## config.mk

```make
export PLATFORM = sky130hd
export DESIGN_NAME = flow_rr_arbiter
export DESIGN_NICKNAME = d
export VERILOG_FILES = /design/src/rtl/flow_arb_pkg.sv /design/src/rtl/flow_rr_picker.sv /design/src/rtl/flow_rr_arbiter.sv
export SDC_FILE = /design/constraint.sdc
export NUM_CORES = 1
export LEC_CHECK = 0
export BUFFER_PORTS_ARGS = -buffer_cell sky130_fd_sc_hd__buf_4
export CAP_MARGIN = 40
export CORE_MARGIN = 2
export CORE_UTILIZATION = 25
export DETAILED_ROUTE_END_ITERATION = 8
export GPL_TIMING_DRIVEN = 0
export PLACE_DENSITY_LB_ADDON = 0.3
export SLEW_MARGIN = 40
export SYNTH_ARGS = -nofsm -noshare
export SYNTH_HDL_FRONTEND = slang
export SYNTH_SLANG_ARGS = --single-unit
```

## constraint.sdc

```tcl
create_clock -name clk -period 1.6 [get_ports clk]
set_input_delay 0.32 -clock clk [delete_from_list [all_inputs] [get_ports clk]]
set_output_delay 0.32 -clock clk [all_outputs]
set_load 0.1 [all_outputs]
```

## src/rtl/flow_arb_pkg.sv

```systemverilog
// Shared types and helpers for the flow_* stream arbiters.
// Pointer storage is sized for up to 256 requesters so the state struct is port-count independent.
package flow_arb_pkg;

  localparam int FLOW_ARB_PTR_W = 8;

  function automatic int flow_arb_idx_w(input int ports);
    return (ports > 1) ? $clog2(ports) : 1;
  endfunction

  typedef struct packed {
    logic [FLOW_ARB_PTR_W-1:0] ptr;
    logic                      lock;
  } flow_arb_state_t;

endpackage

```

## src/rtl/flow_rr_picker.sv

```systemverilog
// Rotating-priority encoder: first request at or after ptr_i, wrapping modulo PORTS.
module flow_rr_picker
  import flow_arb_pkg::*;
#(
  parameter int PORTS = 4,
  localparam int INDEX_WIDTH = flow_arb_idx_w(PORTS)
) (
  input  logic [PORTS-1:0]          req_i,
  input  logic [FLOW_ARB_PTR_W-1:0] ptr_i,
  output logic [INDEX_WIDTH-1:0]    winner_o,
  output logic                      any_o
);

  // Scan from farthest to nearest offset so the nearest request is the last one written.
  always_comb begin
    winner_o = '0;
    any_o    = 1'b0;
    for (int k = PORTS - 1; k >= 0; k--) begin
      if (req_i[(int'(ptr_i) + k) % PORTS]) begin
        winner_o = INDEX_WIDTH'((int'(ptr_i) + k) % PORTS);
        any_o    = 1'b1;
      end
    end
  end

endmodule

```

## src/rtl/flow_rr_arbiter.sv

```systemverilog
// Round-robin arbiter merging PORTS valid/ready streams into one registered output stream.
// Define FLOW_RR_ARBITER_LOCK_EN to keep the grant on one port for a whole packet (until in_last).
module flow_rr_arbiter
  import flow_arb_pkg::*;
#(
  parameter int PORTS = 4,
  parameter int DATA_WIDTH = 8,
  localparam int INDEX_WIDTH = flow_arb_idx_w(PORTS)
) (
  input  logic                        clk,
  input  logic                        rst,
  input  logic [PORTS-1:0]            in_valid,
  output logic [PORTS-1:0]            in_ready,
  input  logic [PORTS*DATA_WIDTH-1:0] in_data,
  input  logic [PORTS-1:0]            in_last,
  output logic                        out_valid,
  input  logic                        out_ready,
  output logic [DATA_WIDTH-1:0]       out_data,
  output logic                        out_last,
  output logic [INDEX_WIDTH-1:0]      out_index
);

  logic [FLOW_ARB_PTR_W-1:0] ptr;
  logic [FLOW_ARB_PTR_W-1:0] ptr_adv;
  logic [PORTS-1:0]          eligible;
  logic [INDEX_WIDTH-1:0]    winner;
  logic                      any_valid;
  logic                      load;
  logic                      accept;

  logic                      out_valid_q, out_valid_d;
  logic                      out_last_q, out_last_d;
  logic [DATA_WIDTH-1:0]     out_data_q, out_data_d;
  logic [INDEX_WIDTH-1:0]    out_index_q, out_index_d;

`ifdef FLOW_RR_ARBITER_LOCK_EN
  flow_arb_state_t state_q, state_d;

  assign ptr = state_q.ptr;
  // While a packet is open only its owner is eligible, even when it is not presenting a beat.
  assign eligible = state_q.lock ? (in_valid & (PORTS'(1) << ptr)) : in_valid;
`else
  logic [FLOW_ARB_PTR_W-1:0] ptr_q, ptr_d;

  assign ptr      = ptr_q;
  assign eligible = in_valid;
`endif

  flow_rr_picker #(
    .PORTS(PORTS)
  ) u_picker (
    .req_i   (eligible),
    .ptr_i   (ptr),
    .winner_o(winner),
    .any_o   (any_valid)
  );

  // The output register can take a beat when empty or drained this cycle; reset blocks acceptance.
  assign load    = !out_valid_q || out_ready;
  assign accept  = load && any_valid && !rst;
  assign ptr_adv = (int'(winner) == PORTS - 1) ? '0 : FLOW_ARB_PTR_W'(int'(winner) + 1);

  always_comb begin
    in_ready = '0;
    if (accept) begin
      in_ready[winner] = 1'b1;
    end
  end

  always_comb begin
    out_valid_d = out_valid_q;
    out_data_d  = out_data_q;
    out_last_d  = out_last_q;
    out_index_d = out_index_q;
    if (load) begin
      out_valid_d = any_valid;
    end
    if (accept) begin
      out_data_d  = in_data[int'(winner)*DATA_WIDTH +: DATA_WIDTH];
      out_last_d  = in_last[winner];
      out_index_d = winner;
    end
  end

  always_ff @(posedge clk) begin
    if (rst) begin
      out_valid_q <= 1'b0;
      out_data_q  <= '0;
      out_last_q  <= 1'b0;
      out_index_q <= '0;
    end else begin
      out_valid_q <= out_valid_d;
      out_data_q  <= out_data_d;
      out_last_q  <= out_last_d;
      out_index_q <= out_index_d;
    end
  end

`ifdef FLOW_RR_ARBITER_LOCK_EN
  // A non-last beat opens a packet and parks the pointer on its owner.
  always_comb begin
    state_d = state_q;
    if (accept) begin
      if (in_last[winner]) begin
        state_d.lock = 1'b0;
        state_d.ptr  = ptr_adv;
      end else begin
        state_d.lock = 1'b1;
        state_d.ptr  = FLOW_ARB_PTR_W'(winner);
      end
    end
  end

  always_ff @(posedge clk) begin
    if (rst) begin
      state_q <= '0;
    end else begin
      state_q <= state_d;
    end
  end
`else
  assign ptr_d = accept ? ptr_adv : ptr_q;

  always_ff @(posedge clk) begin
    if (rst) begin
      ptr_q <= '0;
    end else begin
      ptr_q <= ptr_d;
    end
  end
`endif

  assign out_valid = out_valid_q;
  assign out_data  = out_data_q;
  assign out_last  = out_last_q;
  assign out_index = out_index_q;

endmodule

```

Word level (Yosys, flattened, before mapping)
Index checks and enable logic that the tools add are counted.
- register bits after elaboration: 14
- input bits: 43
- output and inout bits: 16
- add/sub/neg operators: 4
- order comparisons: 6
- eq/ne operators: 1
- shift-type cells: 1
- multiplexer cells: 25
- bitwise logic cells: 3
- reduce and logical (&&, ||, !) cells: 9
- operators by type and width (kind ; number):
    32-bit by 6-bit indexed part select with 8-bit output ; 1
    1-bit 2-to-1 mux ; 13
    3-bit by 4-bit less-than comparator with 1-bit output, second input constant ; 3
    1-bit binary-select mux with 2-bit select ; 5
    2-bit 2-to-1 mux ; 5
    2-bit by 3-bit less-than comparator with 1-bit output, second input constant ; 2
    2-bit OR reduction ; 3
    2-bit by 1-bit adder with 2-bit output, second input constant ; 2
    2-bit adder, second input constant ; 2
    4-bit 2-to-1 mux ; 1
    1-bit bitwise AND, first input constant ; 3
    1-bit logical AND ; 3
    1-bit demux with 2-bit select ; 1
    2-bit by 1-bit equality test with 1-bit output, second input constant ; 1
    2-bit by 1-bit greater-or-equal comparator with 1-bit output, second input constant ; 1
    1-bit logical NOT ; 2
    1-bit logical OR ; 1

Longest topological paths before layout
- depth after elaboration: 15
- gate-level depth with buffers: 7

By module
Synthesis repeated with hierarchy kept, for this count alone.
- cells, all modules: 98
- area, all modules: 942.2 µm²
- by module, submodules not included (module ; instances ; cells each ; area an instance (µm²) ; seq. area each (µm²)):
    flow_rr_arbiter ; 1 ; 85 ; 864.6 ; 280.3
    flow_rr_picker ; 1 ; 13 ; 77.6 ; 0.0

Least setup slack after synthesis
Ideal clock, no wire load.
- path type: reg-to-output
- from: reg out_valid_q (netlist: out_valid)
- to: out in_ready[0]
- data arrival time: 3.369 ns
- data required time: 1.280 ns
- slack: -2.089 ns
- cell stages (with the launch flop): 4
- path buffers: 0
- path through: dfxtp_1 > nor2b_1 > or3_1 > nor3_1
- word-level cells in the longest chain between the ends: 5
- RTL lines (what ; line ; text):
    from (decl) ; flow_rr_arbiter.sv:31 ; logic out_valid_q, out_valid_d;
    from (signal assigned) ; flow_rr_arbiter.sv:92 ; out_valid_q <= out_valid_d;
    1-bit logical NOT ; flow_rr_arbiter.sv:59 ; assign load = !out_valid_q || out_ready;
    1-bit logical OR ; flow_rr_arbiter.sv:59 ;
    1-bit logical AND (2 in series) ; flow_rr_arbiter.sv:60 ; assign accept = load && any_valid && !rst;
    4-bit 2-to-1 mux ; flow_rr_arbiter.sv:65 ; if (accept) begin
    to (decl) ; flow_rr_arbiter.sv:13 ; output logic [PORTS-1:0] in_ready,
No other way between the ends.

Final worst setup path
- from: reg ptr_q[1] (netlist: ptr[1])
- to: out in_ready[1]
- word-level cells in the longest chain between the ends: 13
- elaborated cells between the ends (all ways): 30
- classes of those cells: 3 x add/sub; 2 x order compare; 22 x mux; 3 x reduce/logical
- RTL lines (what ; line ; text):
    from (decl) ; flow_rr_arbiter.sv:43 ; logic [FLOW_ARB_PTR_W-1:0] ptr_q, ptr_d;
    from (signal assigned) ; flow_rr_arbiter.sv:128 ; ptr_q <= ptr_d;
    2-bit adder ; flow_rr_picker.sv:19, flow_rr_picker.sv:20 ;
    1-bit binary-select mux with 2-bit select ; flow_rr_picker.sv:19 ; if (req_i[(int'(ptr_i) + k) % PORTS]) begin
    1-bit 2-to-1 mux (not written as such) (2 in series) ; flow_rr_picker.sv:19 ;
    2-bit 2-to-1 mux (4 in series) ; flow_rr_picker.sv:19 ;
    2-bit by 3-bit less-than comparator with 1-bit output (not written as such) or 2-bit by 1-bit greater-or-equal comparator with 1-bit output (tied branches) ; flow_rr_arbiter.sv:66 ; in_ready[winner] = 1'b1;
    1-bit logical AND (not written as such) ; flow_rr_arbiter.sv:66 ;
    1-bit 2-to-1 mux (not written as such) ; flow_rr_arbiter.sv:66 ;
    1-bit demux with 2-bit select ; flow_rr_arbiter.sv:66 ;
    4-bit 2-to-1 mux (*) ; flow_rr_arbiter.sv:65 ;
Mark *: on every way between the ends. The rest lies on a longest branch, timed or not. The select of a mux whose other input is x is not followed.

==> reports/qor.txt <==
Placed cell count: 237
Synth Instances: 128
Slew Limit Headroom: 68.07%
Fmax: 500.5 MHz
Grt peak-use layer: met2
Largest family of logic cells by synthesized area: compound AO/OA/AOI/OAI gates
Post-synth EDFFs: 0
Die area: 5062 um^2
CTS tree: built
Multi-input logic area: 904.6 um^2
Buf+Inv Stages, Crit Path: 2
Area leader, netlist: dfxtp_1
Met1 usage: 19.58%
Vias in the first global route: 1236
Setup crit end kind: output port
Cell variety after synth: 33
YS warnings: 0
Sequential share of the synthesized area: 24.86%
Max stage delay on crit path: 0.39 ns
Adder-Cell Fraction of Synth Area: 0%
M3 GR Usage: 4.558%
Antenna Nets Post-Route: 0
Final RePlAce weighted congestion: 0.7227
Outcome: complete, but fails checks
Syn Nets: 171
Final nets: 244
Fin. max-slew vios: 0
Crit-path cells: nand2_2 > a211o_1 > and2_4 > buf_12 > nor3_4 > buf_12
Worst slew pin tran: 0.4772 ns
WS Path Type: register to output port
Via count: 1220
Total of max-cap violations: 0
Top-area cell type share of the netlist area: 24.86%
Max FO, Critical Path: 7
Initial drt markers: 34
Worst vdd ir: 0.5936 mV
Initial core utilization: 25.89%
Num CTS Buffers: 3
Synthesized area per cell: 8.807 um^2
Mean number of vias per cell: 4.841
Req. time, crit path: 1.28 ns
Final clock skew: 0.001823 ns
Root buf cell: clkbuf_8
CP top delay family: simple AND/OR/NAND/NOR gates
Period utilization: 124.9%
Setup ws final: -0.3979 ns
Final Routed Wirelength: 3682 um
Violated checks: setup timing
Unrepaired setup endpoints after global routing: true
Fillcell total: 439
First-pass GRT wire length: 6003 um
Worst-Skew Late Latency: 0.25 ns
CP max stage cell: dfxtp_4
Chip Height: 71.15 um
# H-tree levels: 1
N_diodes: 0
Total congestion overflow: 0
Leakage: 0.0008361 uW
Final setup vio count: 12
Simple-gate share of the synthesized area: 32.08%
Pin count of the biggest net entering global routing: 11
Clock Path Buffers: 2
DRT Pass-1 Iters: 4
Hold slack: 0.3317 ns
Power Total: 2233 uW
P&R area growth vs syn: 77.25%
Antenna violations before repair: 0
HPWL after DPL: 2737 um
Area of the core: 4354 um^2
# clock sinks: 14
Non-Filler Instances: 252
Complex-gate fraction of the synthesized area: 33.96%
Residual DRC: 0
CP Data Arrival Time: 1.68 ns
CTS clock-pin slew for the worst setup and hold paths: 0.06 ns
Top-Level Pins: 59
Commonest cells post-synth: a221oi_2, dfxtp_1, nor2b_1
Post-synth ARST share: 0%
Post-Syn Area: 1127 um^2
Site row count: 24
Ranking of synthesized cells by area: dfxtp_1, a221oi_2, nor2b_1
WL per Instance: 14.61 um
Hold-fix buffers at CTS: 0
Power Density: 1117 nW/um^2
Hold Crit Class: input pin to register
Tot GR Track Use: 15.22%
Post-synthesis mux area share: 0.8879%
Met2 Usage GRT: 24.90%
Post-layout minimum cycle time: 1.998 ns
Die W: 71.15 um
Final hold vios: 0
Xor/xnor share of the synthesized area: 0.7769%
Yosys reg bits: 14
Reg area: 291.5 um^2
I/O Buffers: 57
Post-synth top flop: dfxtp_1
Fraction of layout instances using a drive strength above 1: 59.50%
CP startpoint kind: register
Critical Path Most Common Cell: buf_12
==> layout by cell type, fill, tap and decap left out, types with 4 or more instances in the layout <==
cell type  count
a21oi_1        4
a221oi_2      12
and2_1         9
buf_12         6
buf_4         64
buf_6          5
clkbuf_8       4
dfxtp_1       11
nand2_1       10
nor2b_1       10
nor3b_1        9
o21ai_1       10
==> tightest hold or removal path, delay by kind of cell <==
kind	cells	cell delay [ns]
AOI/OAI and AO/OA	2	0.15
buffers and inverters	1	0.08
==> report_power, final <==
group / total [uW] / internal (uW) / switching (uW)
clock: 360 / 219 / 141
sequential: 466 / 419 / 47.2
combinational: 1410 / 518 / 888
total: 2230 / 1160 / 1080
==> path summary, 6_finish.rpt <==
path / to / cells past startpoint / slack, ns / startpoint
min reg2reg: out_data[6] / 2 / 0.45 / out_data[6]
min: out_data[5] / 3 / 0.33 / in_data[5]
max reg2reg: out_data[3] / 9 / -0.17 / ptr[0]
max: in_ready[1] / 6 / -0.40 / ptr[1]
==> routing by layer <==
| metal | share of wire (%) | vias to the layer above |
|---|---|---|
| li1 | - | 624 |
| met1 | 44 | 543 |
| met2 | 47 | 48 |
| met3 | 8.3 | 5 |
| met4 | 0.92 | 0 |
| met5 | 0 | - |
==> logic make-up after synthesis <==
| family | Yosys count |
|---|---|
| AND/OR/NAND/NOR | 60 |
| flip-flops | 14 |
| multiplexers | 1 |
| buffers and inverters | 12 |
| XOR/XNOR | 1 |
| AO/OA/AOI/OAI | 40 |
==> timing repair <==
action,CTS,global route
resized for setup,31,2
endpoints found under the setup margin,13,13
pin swaps,26,3
setup buffers,13,0
==> registers in the layout, summed over array words and instances (netlist names) <==
signal / count
out_data: 8
out_index: 2
out_last: 1
out_valid: 1
ptr: 2
==> per-stage QoR <==
step	TNS, ns	setup WS (ns)	instance area (um^2)	utilization, %
after floorplan	-1.840	-0.6720	1206	-
after global placement	-4.923	-0.5479	1699	39.02
after detailed placement	-5.434	-0.5818	1699	39.02
after CTS	-2.690	-0.4160	1983	45.55
after global routing	-3.518	-0.4618	1998	45.89
final	-2.506	-0.3979	1998	45.89
==> layout make-up <==
cell class                 instances  share of cell area, %
timing repair buffer              70                  29.37
multi-input combinational        102                  45.27
clock buffer                       4                  2.755
inverter                           1                 0.1879
buffer                             9                  4.571
tap                               52                  3.256
sequential                        14                  14.59
No activity file was read; power rests on OpenSTA's default activity.
